--- src/rtl/mem_bus_resp_pkg.sv ---
// Shared types for the execute-side memory responder: FSM states, access
// kinds and the byte-lane selection helper.
package vc16_bus_pkg;

    typedef enum logic [2:0] {
        IDLE,
        SETUP,
        STROBE,
        DONE,
        HOLD
    } bus_state_e;

    typedef enum logic [1:0] {
        ACC_FETCH,
        ACC_READ,
        ACC_WRITE
    } acc_e;

    localparam int WAIT_W = 4;

    // Lane 0 is always served before lane 1 when both are pending.
    function automatic logic low_lane(input logic [1:0] mask);
        return ~mask[0];
    endfunction

    function automatic logic [1:0] lane_bit(input logic lane);
        return lane ? 2'b10 : 2'b01;
    endfunction

endpackage

--- src/rtl/mem_bus_resp_if.sv ---
// Execute-side request/response bundle. Requests are levels held by execute
// until the matching one-cycle done pulse; execute drops them the cycle after.
interface mem_bus_resp_if #(
    parameter int VA = 16
) ();
    import vc16_bus_pkg::*;

    logic [VA-2:0] pc;
    logic          ifetch;
    logic [VA-2:0] addr;
    logic [1:0]    rstrobe;
    logic [1:0]    wmask;
    logic [15:0]   wdata;
    logic          io_access;
    logic          idone;
    logic          rdone;
    logic          wdone;
    logic [15:0]   ins;
    logic [15:0]   rdata;
    bus_state_e    state;

    modport master (
        output pc, ifetch, addr, rstrobe, wmask, wdata, io_access,
        input  idone, rdone, wdone, ins, rdata, state
    );

    modport slave (
        input  pc, ifetch, addr, rstrobe, wmask, wdata, io_access,
        output idone, rdone, wdone, ins, rdata, state
    );

endinterface

--- src/rtl/mem_bus_resp_wait_ctr.sv ---
// Wait-state down-counter for one external byte strobe. Counting pauses
// while ext_ready is low so a stretch always adds whole cycles.
module bus_wait_ctr #(
    parameter int W = 4
) (
    input  logic         clk,
    input  logic         reset,
    input  logic         load,
    input  logic [W-1:0] load_val,
    input  logic         ready,
    output logic         zero
);

    logic [W-1:0] cnt_q;

    always_ff @(posedge clk or posedge reset) begin
        if (reset) begin
            cnt_q <= '0;
        end else if (load) begin
            cnt_q <= load_val;
        end else if (ready && (cnt_q != '0)) begin
            cnt_q <= cnt_q - 1'b1;
        end
    end

    assign zero = (cnt_q == '0);

endmodule

--- src/rtl/mem_bus_resp.sv ---
// Serialises fetch/read/write requests from execute onto the 8-bit external
// SRAM/IO bus, one byte lane at a time, with programmable wait states.
module mem_bus_resp
    import vc16_bus_pkg::*;
#(
    parameter int RV   = 16,
    parameter int VA   = RV,
    parameter int WAIT = 1
) (
    input  logic          clk,
    input  logic          reset,
    mem_bus_resp_if.slave bus,
    output logic [VA-1:0] ext_addr,
    output logic [7:0]    ext_wdata,
    input  logic [7:0]    ext_rdata,
    output logic          ext_oe,
    output logic          ext_we,
    output logic          ext_io,
    input  logic          ext_ready
);

    if (RV != 16) begin : g_rv_check
        $error("mem_bus_resp: RV must be 16");
    end
    if ((WAIT < 0) || (WAIT > 15)) begin : g_wait_check
        $error("mem_bus_resp: WAIT must be in 0..15");
    end

    localparam logic [WAIT_W-1:0] WAIT_V = WAIT_W'(WAIT);

    bus_state_e    state_q, state_d;
    acc_e          acc_q;
    logic [VA-1:0] base_q;
    logic [1:0]    pend_q;
    logic [1:0]    orig_q;
    logic [15:0]   wdata_q;
    logic [15:0]   hold_q;
    logic          io_q;
    logic          lane_q;
    logic          idone_q, rdone_q, wdone_q;
    logic [15:0]   ins_q, rdata_q;

    logic          any_req;
    logic          lane_sel;
    logic          cnt_zero;
    logic          byte_end;
    logic          last_byte;
    logic [1:0]    pend_left;
    logic [15:0]   merged;

    assign any_req   = (|bus.wmask) | (|bus.rstrobe) | bus.ifetch;
    assign lane_sel  = low_lane(pend_q);
    assign byte_end  = (state_q == STROBE) && cnt_zero && ext_ready;
    assign pend_left = pend_q & ~lane_bit(lane_q);
    assign last_byte = (pend_left == 2'b00);
    // The final byte arrives on the same edge that enters DONE, so merge it
    // here to have ins/rdata valid together with the done pulse.
    assign merged    = lane_q ? {ext_rdata, hold_q[7:0]} : {hold_q[15:8], ext_rdata};

    bus_wait_ctr #(
        .W(WAIT_W)
    ) u_wait_ctr (
        .clk      (clk),
        .reset    (reset),
        .load     (state_q == SETUP),
        .load_val (WAIT_V),
        .ready    (ext_ready),
        .zero     (cnt_zero)
    );

    always_ff @(posedge clk or posedge reset) begin
        if (reset) begin
            state_q <= IDLE;
        end else begin
            state_q <= state_d;
        end
    end

    always_comb begin
        state_d = state_q;
        case (state_q)
            IDLE:    if (any_req) state_d = SETUP;
            SETUP:   state_d = STROBE;
            STROBE:  if (byte_end) state_d = last_byte ? DONE : SETUP;
            DONE:    state_d = HOLD;
            HOLD:    state_d = IDLE;
            default: state_d = IDLE;
        endcase
    end

    always_ff @(posedge clk or posedge reset) begin
        if (reset) begin
            acc_q     <= ACC_FETCH;
            base_q    <= '0;
            pend_q    <= 2'b00;
            orig_q    <= 2'b00;
            wdata_q   <= '0;
            hold_q    <= '0;
            io_q      <= 1'b0;
            lane_q    <= 1'b0;
            ext_addr  <= '0;
            ext_wdata <= '0;
            ext_io    <= 1'b0;
            ext_oe    <= 1'b0;
            ext_we    <= 1'b0;
            idone_q   <= 1'b0;
            rdone_q   <= 1'b0;
            wdone_q   <= 1'b0;
            ins_q     <= '0;
            rdata_q   <= '0;
        end else begin
            ext_oe  <= (state_d == STROBE) && (acc_q != ACC_WRITE);
            ext_we  <= (state_d == STROBE) && (acc_q == ACC_WRITE);
            idone_q <= (state_d == DONE) && (acc_q == ACC_FETCH);
            rdone_q <= (state_d == DONE) && (acc_q == ACC_READ);
            wdone_q <= (state_d == DONE) && (acc_q == ACC_WRITE);

            case (state_q)
                IDLE: begin
                    if (any_req) begin
                        wdata_q <= bus.wdata;
                        io_q    <= bus.io_access;
                        if (|bus.wmask) begin
                            acc_q  <= ACC_WRITE;
                            base_q <= {bus.addr, 1'b0};
                            pend_q <= bus.wmask;
                            orig_q <= bus.wmask;
                        end else if (|bus.rstrobe) begin
                            acc_q  <= ACC_READ;
                            base_q <= {bus.addr, 1'b0};
                            pend_q <= bus.rstrobe;
                            orig_q <= bus.rstrobe;
                        end else begin
                            acc_q  <= ACC_FETCH;
                            base_q <= {bus.pc, 1'b0};
                            pend_q <= 2'b11;
                            orig_q <= 2'b11;
                        end
                    end
                end
                SETUP: begin
                    lane_q    <= lane_sel;
                    ext_addr  <= base_q | {{(VA-1){1'b0}}, lane_sel};
                    ext_io    <= io_q;
                    ext_wdata <= lane_sel ? wdata_q[15:8] : wdata_q[7:0];
                end
                STROBE: begin
                    if (byte_end) begin
                        pend_q <= pend_left;
                        hold_q <= merged;
                        if (last_byte && (acc_q == ACC_FETCH)) begin
                            ins_q <= merged;
                        end
                        // A single-byte read returns that byte in both halves.
                        if (last_byte && (acc_q == ACC_READ)) begin
                            rdata_q <= (orig_q == 2'b11) ? merged : {ext_rdata, ext_rdata};
                        end
                    end
                end
                default: ;
            endcase
        end
    end

    assign bus.idone = idone_q;
    assign bus.rdone = rdone_q;
    assign bus.wdone = wdone_q;
    assign bus.ins   = ins_q;
    assign bus.rdata = rdata_q;
    assign bus.state = state_q;

endmodule
--- src/flat_wrapper.sv ---
// flat-port wrapper written by rule: the top's interface ports become plain ports
module mem_bus_resp_flat import vc16_bus_pkg::*;
#(
    parameter int RV   = 16,
    parameter int VA   = RV,
    parameter int WAIT = 1
)
  (clk, reset, ext_addr, ext_wdata, ext_rdata, ext_oe, ext_we, ext_io, ext_ready, bus_pc, bus_ifetch, bus_addr, bus_rstrobe, bus_wmask, bus_wdata, bus_io_access, bus_idone, bus_rdone, bus_wdone, bus_ins, bus_rdata, bus_state);
  mem_bus_resp_if #(.VA(VA)) bus_i ();
  input  logic clk;
  input  logic reset;
  output logic [VA-1:0] ext_addr;
  output logic [7:0] ext_wdata;
  input  logic [7:0] ext_rdata;
  output logic ext_oe;
  output logic ext_we;
  output logic ext_io;
  input  logic ext_ready;
  input wire logic [$bits(bus_i.pc)-1:0] bus_pc;
  input wire logic [$bits(bus_i.ifetch)-1:0] bus_ifetch;
  input wire logic [$bits(bus_i.addr)-1:0] bus_addr;
  input wire logic [$bits(bus_i.rstrobe)-1:0] bus_rstrobe;
  input wire logic [$bits(bus_i.wmask)-1:0] bus_wmask;
  input wire logic [$bits(bus_i.wdata)-1:0] bus_wdata;
  input wire logic [$bits(bus_i.io_access)-1:0] bus_io_access;
  output wire logic [$bits(bus_i.idone)-1:0] bus_idone;
  output wire logic [$bits(bus_i.rdone)-1:0] bus_rdone;
  output wire logic [$bits(bus_i.wdone)-1:0] bus_wdone;
  output wire logic [$bits(bus_i.ins)-1:0] bus_ins;
  output wire logic [$bits(bus_i.rdata)-1:0] bus_rdata;
  output wire logic [$bits(bus_i.state)-1:0] bus_state;
  assign bus_i.pc = bus_pc;
  assign bus_i.ifetch = bus_ifetch;
  assign bus_i.addr = bus_addr;
  assign bus_i.rstrobe = bus_rstrobe;
  assign bus_i.wmask = bus_wmask;
  assign bus_i.wdata = bus_wdata;
  assign bus_i.io_access = bus_io_access;
  assign bus_idone = bus_i.idone;
  assign bus_rdone = bus_i.rdone;
  assign bus_wdone = bus_i.wdone;
  assign bus_ins = bus_i.ins;
  assign bus_rdata = bus_i.rdata;
  assign bus_state = bus_i.state;
  mem_bus_resp #(.RV(RV), .VA(VA), .WAIT(WAIT)) u_core (.clk(clk), .reset(reset), .bus(bus_i), .ext_addr(ext_addr), .ext_wdata(ext_wdata), .ext_rdata(ext_rdata), .ext_oe(ext_oe), .ext_we(ext_we), .ext_io(ext_io), .ext_ready(ext_ready));
endmodule
--- config.mk ---
export PLATFORM = sky130hd
export DESIGN_NAME = mem_bus_resp_flat
export DESIGN_NICKNAME = d
export VERILOG_FILES = /design/src/rtl/mem_bus_resp_pkg.sv /design/src/rtl/mem_bus_resp_if.sv /design/src/rtl/mem_bus_resp_wait_ctr.sv /design/src/rtl/mem_bus_resp.sv /design/src/flat_wrapper.sv
export SDC_FILE = /design/constraint.sdc
export NUM_CORES = 1
export LEC_CHECK = 0
export CAP_MARGIN = 20
export CORE_MARGIN = 4
export CORE_UTILIZATION = 54
export DETAILED_ROUTE_END_ITERATION = 10
export PLACE_DENSITY_LB_ADDON = 0.05
export RECOVER_POWER = 50
export SLEW_MARGIN = 10
export SYNTH_ARGS = -nofsm -noshare
export SYNTH_HDL_FRONTEND = slang
export SYNTH_HIERARCHICAL = 1
export SYNTH_SLANG_ARGS = --single-unit
--- constraint.sdc ---
create_clock -name clk -period 5.8 [get_ports clk]
set_input_delay 0.58 -clock clk [delete_from_list [all_inputs] [get_ports clk]]
set_output_delay 0.58 -clock clk [all_outputs]
set_load 0.02 [all_outputs]
==> flow_metrics.py <==
metrics = {
    "timing": {
        "finalMaxSlewViolations": 119,
        "max_slew_margin_pct": -117.5,
        "setup_violations": 0,
        "fin_worst_skew_ns": 0.009299,
        "tightest_slew_ns": 3.245,
        "fin_crit_ns": 3.691,
        "post-route-period-util_pct": 63.63,
        "max_freq_ghz": 0.2710,
        "tns_ns": 0,
        "finalHoldViolations": 0,
        "grt_setup_unrepaired": "no",
    },
    "worst_setup_path": {
        "critPathKind": "in -> async",
        "worstPathCellList": "dlygate4sd3_1 > clkinvlp_2 > clkbuf_2",
        "arrival_ns": 4.15,
        "max_stage_delay_ns": 1.83,
        "required_ns": 6.25,
        "path_max_fanout": 74,
        "critPathCaptureType": "asynchronous set/reset pin",
        "critPathSlowestCell": "clkinvlp_2",
        "cp-start-kind": "input port",
    },
    "routing": {
        "wl_per_cell_um": 18.24,
        "met2_length_mm": 6.069,
        "m1WireLength_mm": 5.598,
        "first_pass_iters": 4,
        "routed.top_layer": "met4",
        "drc": 0,
        "dr_total_vias": 3661,
        "wl_met3_um": 675,
        "ant_nets": 0,
        "routed_wl_mm": 12.46,
        "via_per_inst": 5.360,
        "initialDrtViolationCount": 111,
    },
    "run_status": {
        "violations": "capacitance limit, slew limit",
        "status": "finished with violations",
    },
    "yosys": {
        "netlist_area_um2": 5625,
        "yosysTopAreaCell": "dfrtp_1",
        "synth_area_leaders": "dfrtp_1, mux2_2, mux2i_1",
        "yosysWarningCount": 6,
        "async_flop_share_pct": 100.0,
        "synthDistinctLibCells": 50,
        "synthCells": 405,
        "synthFlopType": "dfrtp_1",
        "synth_common_cells": "dfrtp_1, mux2_2, mux2i_1",
        "avgSynthCellArea_um2": 13.89,
        "synth.most_common_cell": "dfrtp_1",
        "synth_edf_count": 0,
        "synth-seq-cells": 123,
        "synth_seq_area_share_pct": 54.72,
        "synth.top_cell.area_share_pct": 54.72,
    },
    "clock_network": {
        "cts_resized": 0,
        "clk_latency_ns": 0.51,
        "htreeDepth": 4,
        "clkTransAtPathRegs_ns": 0.06,
        "cts_tree": "done",
        "cts_made_buffers": 17,
        "cts_hold_buf": 0,
        "root_buffer": "clkbuf_8",
        "postCtsSetupBuffers": 0,
        "cts_buffer_depth": 2,
        "clock_sinks": 123,
    },
    "grt": {
        "overflow": 0,
        "grt_pass1_wl_mm": 20.33,
        "track_usage_pct": 22.11,
        "grt_pass1_vias": 3970,
        "grt_max_degree": 75,
        "antenna_found_initial": 0,
    },
    "pwr": {
        "peakVddDrop_uv": 347.7,
        "p_leak_nw": 3.405,
        "cellPowerDensity_nw_per_um2": 538.2,
        "power_mw": 4.122,
    },
    "flow_run": {
        "drv_cap": 2,
    },
    "place": {
        "hpwl_mm": 8.123,
        "gp_congestion": 0.7413,
        "portBuffers": 127,
    },
    "floorplanning": {
        "rows": 36,
        "die_h_um": 110.1,
        "die_w_um": 110.1,
        "initial_utilization_pct": 56.51,
        "io_pins": 128,
        "core_area_um2": 9955,
        "die_area_um2": 12110,
    },
    "hold_path": {
        "min_path_type": "in -> async",
    },
    "cells_and_area": {
        "syn2layout_area_growth_pct": 36.12,
        "drive_gt1_share_pct": 27.45,
        "finalNetCount": 602,
        "antenna-diode-count": 0,
    },
}
## placed cells by master, fill, tap and decap left out, drive strengths merged, types with 3 or more instances in the layout
master         synthesis  routed
bufinv                 0       7
o2bb2ai               15      15
nor2                  14      14
mux2i                 27      27
clkinvlp               0       4
buf                   15       4
nor3b                  3       3
inv                   11      10
nand2b                 4       4
nor4                   3       3
conb                   2       4
clkbuf                 6      21
dfrtp                123     123
a21oi                 14      14
clkdlybuf4s50          0     126
and2                  15      15
nand2                  6       6
mux2                 114     114
nor3                   4       4
## worst max-delay path, delay by kind of cell
family / cells / cell delay, ns
buffers and inverters: 3 / 3.49
## where the power goes
group	switching, mW	total (mW)	internal, mW
clock network	0.364	1.21	0.846
registers	0.261	1.45	1.19
logic	0.655	1.46	0.807
## cells by family after synthesis
group | after synthesis | synth area share, %
other cells | 2 | 0.1335
simple gates | 62 | 7.584
compound gates | 44 | 5.650
fa+ha+maj | 1 | 0.2224
flops | 123 | 54.72
buf+inv | 32 | 3.403
mux | 141 | 28.29
## flip-flops by register name, indices dropped and copies added (netlist names), 2 cells and up
name / flops
u_core/bus.state: 3
u_core/acc_q: 2
u_core/pend_q: 2
u_core/hold_q: 16
u_core/ext_addr: 16
u_core/base_q: 15
u_core/wdata_q: 16
u_core/u_wait_ctr/cnt_q: 4
u_core/bus.ins: 16
u_core/bus.rdata: 16
u_core/orig_q: 2
u_core/ext_wdata: 8
## stage by stage
step	hold slack [ns]	instance area, um2	std cells	worst slack (ns)	util (%)
6_report	0.4301	7657	683	2.109	76.92
5_1_grt	0.4287	7657	683	1.426	76.92
4_1_cts	0.3287	7682	683	2.911	77.17
3_5_place_dp	0.4721	6998	652	2.947	70.30
3_3_place_gp	0.4662	6987	651	2.989	70.19
2_1_floorplan	0.3461	5633	407	2.063	-
## cell type report
cell class | count | area, um2
fillers | 640 | 2297
multi-input cells | 252 | 2372
clock buffers | 19 | 441.7
repair buffers | 133 | 1314
well taps | 133 | 166.4
flip-flops and latches | 123 | 3078
clock inverters | 12 | 242.7
inverters | 11 | 42.54
## final timing paths
| path | start | end | slack, ns | depth (start not counted) |
|---|---|---|---|---|
| worst max-delay path | reset | u_core/bus.rdata[7] | 2.11 | 3 |
| worst min-delay path | reset | u_core/u_wait_ctr/cnt_q[3] | 0.43 | 2 |
| worst max register to register | u_core/u_wait_ctr/cnt_q[0] | u_core/hold_q[13] | 2.74 | 7 |
| worst min register to register | u_core/bus.ins[4] | u_core/bus.ins[4] | 0.48 | 1 |
| max in group clk | u_core/u_wait_ctr/cnt_q[0] | u_core/hold_q[13] | 2.74 | 7 |
| min in group clk | u_core/bus.ins[4] | u_core/bus.ins[4] | 0.48 | 1 |
## layer usage
metal | GRT usage, % | vias to the layer above
met5 | 0 | -
met3 | 6.872 | 9
met1 | 29.50 | 1827
met2 | 34.92 | 98
met4 | 6.500 | 0
li1 | - | 1727
(Power assumes the default switching activity.)
